===== src/rtl/io_timer_intc.sv =====
// Peripheral end of the CPU's IN/OUT/timer/interrupt signals: OUT registers, IN mux,
// prescaled 16-bit down-counter with a two-state FSM, and two pending interrupt sources.
module io_timer_intc #(
    parameter int DATA_W    = 8,
    parameter int PRESC_W   = 8,
    parameter int PRESC_DIV = 100
) (
    input  logic              clk,
    input  logic              reset,
    input  logic              we_out,
    input  logic [1:0]        out_port,
    input  logic [DATA_W-1:0] out_data,
    input  logic [1:0]        in_port,
    output logic [DATA_W-1:0] in_data,
    input  logic              timer_e,
    input  logic [DATA_W-1:0] ext_in,
    input  logic              ext_irq,
    input  logic [1:0]        intr_ack,
    output logic [DATA_W-1:0] leds,
    output logic              intr1,
    output logic              intr2
);
    localparam int CNT_W = 2 * DATA_W;

    typedef enum logic {IDLE, RUN} state_t;

    state_t              state_reg, state_next;
    logic [CNT_W-1:0]    count_reg, count_next;
    logic [PRESC_W-1:0]  presc_reg, presc_next;
    logic [CNT_W-1:0]    reload_reg;
    logic [DATA_W-1:0]   leds_reg;
    logic [2:0]          ctrl_reg;
    logic [DATA_W-1:0]   ext_s1_reg, ext_s2_reg;
    logic [2:0]          irq_sync_reg;
    logic                pend1_reg, pend2_reg;
    logic                expire;
    logic                tick;
    logic                running;

    always_ff @(posedge clk) begin
        if (reset) begin
            leds_reg <= '0;
            ctrl_reg <= '0;
        end else if (we_out) begin
            if (out_port == 2'd0) leds_reg <= out_data;
            if (out_port == 2'd3) ctrl_reg <= out_data[2:0];
        end
    end

    // Reload is written one DATA_W-wide lane per OUT port (port1 low, port2 high).
    generate
        for (genvar gi = 0; gi < 2; gi++) begin : g_reload
            always_ff @(posedge clk) begin
                if (reset)
                    reload_reg[gi*DATA_W +: DATA_W] <= '0;
                else if (we_out && out_port == 2'(gi + 1))
                    reload_reg[gi*DATA_W +: DATA_W] <= out_data;
            end
        end
    endgenerate

    // irq_sync_reg[1] is the synchronized level, [2] its previous value for edge detection.
    always_ff @(posedge clk) begin
        if (reset) begin
            ext_s1_reg   <= '0;
            ext_s2_reg   <= '0;
            irq_sync_reg <= '0;
        end else begin
            ext_s1_reg   <= ext_in;
            ext_s2_reg   <= ext_s1_reg;
            irq_sync_reg <= {irq_sync_reg[1:0], ext_irq};
        end
    end

    always_ff @(posedge clk) begin
        if (reset) begin
            state_reg <= IDLE;
            count_reg <= '0;
            presc_reg <= '0;
        end else begin
            state_reg <= state_next;
            count_reg <= count_next;
            presc_reg <= presc_next;
        end
    end

    assign tick = (presc_reg == PRESC_W'(PRESC_DIV - 1));

    // A restart in RUN takes priority over a coincident tick and discards its expiry.
    always_comb begin
        state_next = state_reg;
        count_next = count_reg;
        presc_next = presc_reg;
        expire     = 1'b0;
        case (state_reg)
            IDLE: begin
                if (timer_e) begin
                    count_next = reload_reg;
                    presc_next = '0;
                    state_next = RUN;
                end
            end
            RUN: begin
                if (timer_e) begin
                    count_next = reload_reg;
                    presc_next = '0;
                end else if (tick) begin
                    presc_next = '0;
                    if (count_reg != '0) begin
                        count_next = count_reg - CNT_W'(1);
                    end else begin
                        expire = 1'b1;
                        if (ctrl_reg[2]) count_next = reload_reg;
                        else             state_next = IDLE;
                    end
                end else begin
                    presc_next = presc_reg + PRESC_W'(1);
                end
            end
            default: state_next = IDLE;
        endcase
    end

    // Set has priority over a same-cycle acknowledge.
    always_ff @(posedge clk) begin
        if (reset) begin
            pend1_reg <= 1'b0;
            pend2_reg <= 1'b0;
        end else begin
            pend1_reg <= expire | (pend1_reg & ~intr_ack[0]);
            pend2_reg <= (irq_sync_reg[1] & ~irq_sync_reg[2]) | (pend2_reg & ~intr_ack[1]);
        end
    end

    assign running = (state_reg == RUN);

    always_comb begin
        in_data = '0;
        case (in_port)
            2'd0: in_data = ext_s2_reg;
            2'd1: in_data = count_reg[DATA_W-1:0];
            2'd2: in_data = count_reg[CNT_W-1:DATA_W];
            2'd3: in_data = {{(DATA_W-3){1'b0}}, running, pend2_reg, pend1_reg};
            default: in_data = '0;
        endcase
    end

    assign leds  = leds_reg;
    assign intr1 = pend1_reg & ctrl_reg[0];
    assign intr2 = pend2_reg & ctrl_reg[1];
endmodule


===== config.mk =====
export PLATFORM = sky130hd
export DESIGN_NAME = io_timer_intc
export DESIGN_NICKNAME = d
export VERILOG_FILES = /design/src/rtl/io_timer_intc.sv
export SDC_FILE = /design/constraint.sdc
export NUM_CORES = 1
export LEC_CHECK = 0
export ABC_AREA = 1
export BUFFER_PORTS_ARGS = -buffer_cell sky130_fd_sc_hd__buf_4
export CORE_AREA = 2 2 89 91
export CTS_CLUSTER_DIAMETER = 60
export CTS_CLUSTER_SIZE = 8
export DETAILED_ROUTE_END_ITERATION = 10
export DIE_AREA = 0 0 91 93
export PLACE_DENSITY = 0.72
export SETUP_SLACK_MARGIN = 0.5
export SYNTH_ARGS = -nofsm -noshare
export SYNTH_HDL_FRONTEND = slang
export SYNTH_SLANG_ARGS = --single-unit

===== constraint.sdc =====
create_clock -name clk -period 1.95 [get_ports clk]
set_input_delay 0.195 -clock clk [delete_from_list [all_inputs] [get_ports clk]]
set_output_delay 0.195 -clock clk [all_outputs]
set_load 0.01 [all_outputs]

; Word-level counts from Yosys, hierarchy flattened
; Cells that the tools add are included.
[totals]
mem_bits_ro = 0
latchBits = 0
word_cells = 64
output_inout_bits = 18
regBits = 73
ram_bits = 0
n_memories = 0
[classes]
div = 0
reduce_logical = 8
add_sub_neg = 2
eq_ne = 10
n_mux = 21
n_bitwise = 11
n_mul = 0
order_cmp = 0
shift = 0
[op_table]
columns = cell, n
row1 = two-way mux 16 bit, 5
row2 = case mux 16 bit (2 select lines), 1
row3 = case mux 8 bit (4 select lines), 1
row4 = two-way mux 8 bit, 3
row5 = case mux 8 bit (2 select lines), 1
row6 = nonzero test 16 bit, 1
row7 = subtractor 16 x 1 -> 16 bit (second input constant), 1
row8 = two-way mux 1 bit, 9
row9 = adder 8 x 1 -> 8 bit (second input constant), 1
row10 = equality test 2 bit (second input constant), 4
row11 = equality test 8 x 7 -> 1 bit (second input constant), 1
row12 = bitwise AND 1 bit, 5
row13 = equality test 2 x 1 -> 1 bit (second input constant), 2
row14 = logical NOT 2 bit, 2
row15 = != test 4 x 2 -> 1 bit (second input constant), 1
row16 = inverter 1 bit, 4
row17 = AND reduction 2 bit, 2
row18 = != test 3 x 2 -> 1 bit (second input constant), 1
row19 = AND reduction 3 bit, 1
row20 = logical AND 1 bit, 2
row21 = != test 2 bit (second input constant), 1
row22 = bitwise OR 1 bit, 2
row23 = case mux 1 bit (2 select lines), 1

; Logic depth before layout (Yosys ltp)
[depth]
word_depth = 6
ltp_mapped = 11
depth_no_buf = 11

; Worst setup path before layout
; No wires, ideal clock.
[synth_path]
path_type = flip-flop to flip-flop
start = register count_reg[0]
end = register count_reg[10]
stages_incl_launch_ff = 11
setup_slack_ns = 0.356
t_arrival_ns = 1.454
setup_time_ns = 0.139
n_path_buf = 1
t_required_ns = 1.811
path_cell_list = dfxtp_1 -> inv_1 -> ha_1 -> nand2_1 -> nor3_4 -> nand3_2 -> nand2_4 -> inv_4 -> buf_12 -> nand3_2 -> a21oi_2
[synth_via]
elab_chain_cells = 5
elab_cells_between_ends = 8
[synth_rtl]
columns = element, line_no
row1 = start: declaration, 28  ; logic [CNT_W-1:0] count_reg, count_next;
row2 = start signal: assignment, 82  ; count_reg <= count_next;
row3 = subtractor 16 x 1 -> 16 bit or nonzero test 16 bit (tied branches), "110, 109"
row4 = two-way mux 16 bit, 109  ; if (count_reg != '0) begin
row5 = two-way mux 16 bit, 107  ; end else if (tick) begin
row6 = two-way mux 16 bit, 104  ; if (timer_e) begin
row7 = case mux 16 bit (2 select lines), 95  ; case (state_reg)
; Parallel ways exist; a longest one is shown, timed or not. The select of a mux whose other input is x is not followed.
; A chain may end at the register's enable or synchronous reset.

; Worst setup path after layout
[layout_path]
start = register presc_reg[0]
end = register count_reg[12]
[layout_via]
elab_chain_cells = 3
[layout_rtl]
columns = element, line_no
row1 = start: declaration, 29  ; logic [PRESC_W-1:0] presc_reg, presc_next;
row2 = start signal: assignment, 83  ; presc_reg <= presc_next;
row3 = equality test 8 x 7 -> 1 bit, 87  ; assign tick = (presc_reg == PRESC_W'(PRESC_DIV - 1));
row4 = != test 3 x 2 -> 1 bit (no source line), n/a
row5 = AND reduction 3 bit (no source line), n/a
; No other way between the ends.

==> impl_metrics.csv <==
group,metric,value,unit
power,p_int,2.85,mW
route,drc_errors,0,
floorplanning,rows,32,
sta,hold_violations,0,
route,vias_per_cell,5.24,
critical_path,reg2reg_from,"presc_reg[0]",
power,p_sw_frac,0.305,
critical_path,worst_r2r_path_depth,10,
sta,fin_skew,0.0146,ns
power,seq_power_share,0.396,
placed_design,dp_cells,644,
layout,diodes,0,
clock_network,cts.sinks,73,
logic_synthesis,synth-async-reset-ratio,0,
route,routedWlPerCell,15.2,um
clock_network,clk_path_buf_depth,2,
logic_synthesis,synth_top_area_cell,"dfxtp_1",
logic_synthesis,syn_inst,505,
worst_hold_path,worstHoldPathCells,3,
floorplanning,die_area,8460,um^2
logic_synthesis,yosysMostFrequentCell,"nand2_1",
sta,tightest_slew,0.542,ns
critical_path,r2r-end,"count_reg[12]",
global_route,grt_max_degree,41,
power,p_sw,1.25,mW
clock_network,ctsHoldBuffers,0,
route,drt-total-wl,10400,um
power,powerDensity,859,nW/um^2
critical_path,crit_fanout,8,
global_route,grt_use_total,0.239,
logic_synthesis,syn_nets,535,
critical_path,regToRegSetupSlack,0.29,ns
sta,min_period,1.66,ns
worst_hold_path,holdCritPathClass,"input port to register",
layout,fin_cells,685,
clock_network,cts.root.buffer_cell,"clkbuf_8",
floorplanning,ios,45,
sta,layout_setup_ws,0.295,ns
logic_synthesis,yosysSeqAreaShare,0.412,
logic_synthesis,avgSynthCellArea,7.02,um^2
critical_path,cp_data_arrival_time,1.87,ns
critical_path,crit_slowest_cell,"dfxtp_4",
clock_network,clkTransAtPathRegs,0.09,ns
power,combPwrFrac,0.241,
critical_path,max_stage_delay,0.38,ns
route,vias,3591,
sta,min_period_over_period,0.849,
sta,setup_violations,0,
critical_path,crit_type,"register to register",
clock_network,h-tree-depth,3,
logic_synthesis,synth_top_area_share,0.412,
logic_synthesis,synth_seq_cells,73,
critical_path,cpMostUsedCell,"nand2_2",
sta,slew_headroom,0.637,
global_route,grt_pass1_wl,15800,um
power,power_frac_clock,0.363,
critical_path,crit_required,2.16,ns
floorplanning,start_util,0.471,
global_route,grt_pass1_vias,3308,
clock_network,numCtsBuffers,9,
run_status,outcome,"completed",
layout,final_layout_size_suffix_gt1_frac,0.331,
critical_path,crit_chain,"ha_4 -> nand2_2 -> nor2_2 -> nand2_2 -> o21ai_4 -> nand2_8 -> inv_8 -> nand2_2 -> nand2_2 -> a21oi_2",
sta,final_max_slew_viol_count,0,
route,drtIter0Drc,283,
worst_hold_path,hold_start,"ext_irq",
power,ir_worst_vdd,0.000457,V
power,leakage,2.10,nW
clock_network,clk_latency,0.36,ns
worst_hold_path,hold_end,"irq_sync_reg[0]",
global_route,antenna_found_initial,0,
route,drtPass1Iterations,5,
floorplanning,core_area,7530,um^2
placed_design,dpl.hpwl,6810,um
sta,rsz0062_at_grt,"yes",
run,max_cap_violations,0,
critical_path,end_kind,"register",
layout,final_nets,608,
sta,tns,0,ns
logic_synthesis,synth_area,3540,um^2
logic_synthesis,synth_commonest_cells,"nand2_1, nor2_1, dfxtp_1",
route,ant_nets,0,
placed_design,portBuffers,44,
logic_synthesis,ys.flop_type,"dfxtp_1",
floorplanning,die_h,93,um
global_route,overflow,0,
sta,fmax,604,MHz
logic_synthesis,synth.area.top_cells,"dfxtp_1, nand2_1, nor2_1, inv_1, o21ai_0",
layout,utilization,0.634,
clock_network,cts_tree,"built",
placed_design,dpl_worst_slack,0.196,ns
placed_design,globalplace.congestion,0.927,
critical_path,critPathLaunchType,"register",
logic_synthesis,ys_types,38,
power,finalPower,4.10,mW
logic_synthesis,synth_edf_count,0,
floorplanning,die_w,91,um
layout,area_growth,34.6,%
logic_synthesis,yosysWarnings,0,
-- repair_timing --
item / CTS / global route
endpoints found under the hold margin: 0 / 0
pin swaps: 9 / 10
buffers inserted: 11 / 8
resized for setup: 33 / 51
cloned: 6 / 0
endpoints found under the setup margin: 22 / 33
-- power by group through the flow --
stage | clock network (mW) | registers [mW] | logic (mW)
floorplan | 0 | 1.64 | 0.502
CTS | 1.50 | 1.61 | 0.835
detailed placement | 0 | 1.65 | 0.709
global placement | 0 | 1.64 | 0.711
finish | 1.49 | 1.62 | 0.989
global route | 1.56 | 1.63 | 1.07
-- per-stage QoR --
step                      instance area, um^2  hold WS (ns)
final                                    4770        0.0421
after global placement                   4020         0.390
after detailed placement                 4020         0.399
after CTS                                4540        0.0288
after floorplan                          3590         0.302
after global routing                     4770        0.0417
-- worst max-delay path by stage --
stage                   from            end  slack [ns]  cells past startpoint
2_1_floorplan  count_reg[13]  count_reg[13]        0.49                      9
3_3_place_gp    count_reg[0]  count_reg[12]        0.24                     10
3_5_place_dp    presc_reg[0]  count_reg[12]        0.20                     10
4_1_cts              running   presc_reg[6]        0.36                      7
5_1_grt        count_reg[13]   count_reg[0]        0.21                      9
6_report        presc_reg[0]  count_reg[12]        0.29                     10
-- logic make-up after synthesis --
family | share of synthesized area
simple gates | 0.313
buf+inv | 0.109
compound gates | 0.150
flops | 0.412
fa+ha+maj | 0.0106
xor+xnor | 0.00494
-- worst max-delay path, delay by kind of cell, from the launching register on --
kind / cells / cell delay (ns)
AND/OR/NAND/NOR: 6 / 0.54
adder cells (fa/ha/maj): 1 / 0.14
buffers and inverters: 1 / 0.11
AO/OA/AOI/OAI: 2 / 0.35
flip-flops: 1 / 0.38
-- per-layer routing --
layer  GRT usage  up-vias  part of all wire
met2       0.375      165              0.46
met4       0.122        0             0.036
li1            -     1757                 -
met1       0.316     1630              0.44
met5           0        -                 0
met3      0.0427       39             0.071
-- placed cells by master (no fill, tap or decap), types with 4 or more instances in the layout --
cell / n
nor2_4: 8
nand2_4: 6
nand2_1: 92
o211ai_1: 5
nor2_2: 11
clkbuf_8: 10
buf_6: 6
nor2_1: 58
nand3_1: 28
a21oi_2: 11
nand3_2: 12
a21oi_1: 30
dfxtp_1: 56
nand2_2: 18
buf_12: 4
inv_1: 68
nand4_1: 6
o21ai_0: 32
dfxtp_2: 15
buf_4: 60
inv_2: 6
-- layout make-up --
type	count	area (um^2)
Sequential cell	73	1490
Tap cell	102	128
Clock buffer	10	138
Multi-Input combinational cell	345	1990
Fill cell	701	2760
Timing Repair Buffer	70	598
Timing Repair inverter	2	17.5
Inverter	77	302
Clock inverter	6	114
No activity file was read; power rests on OpenSTA's default activity.
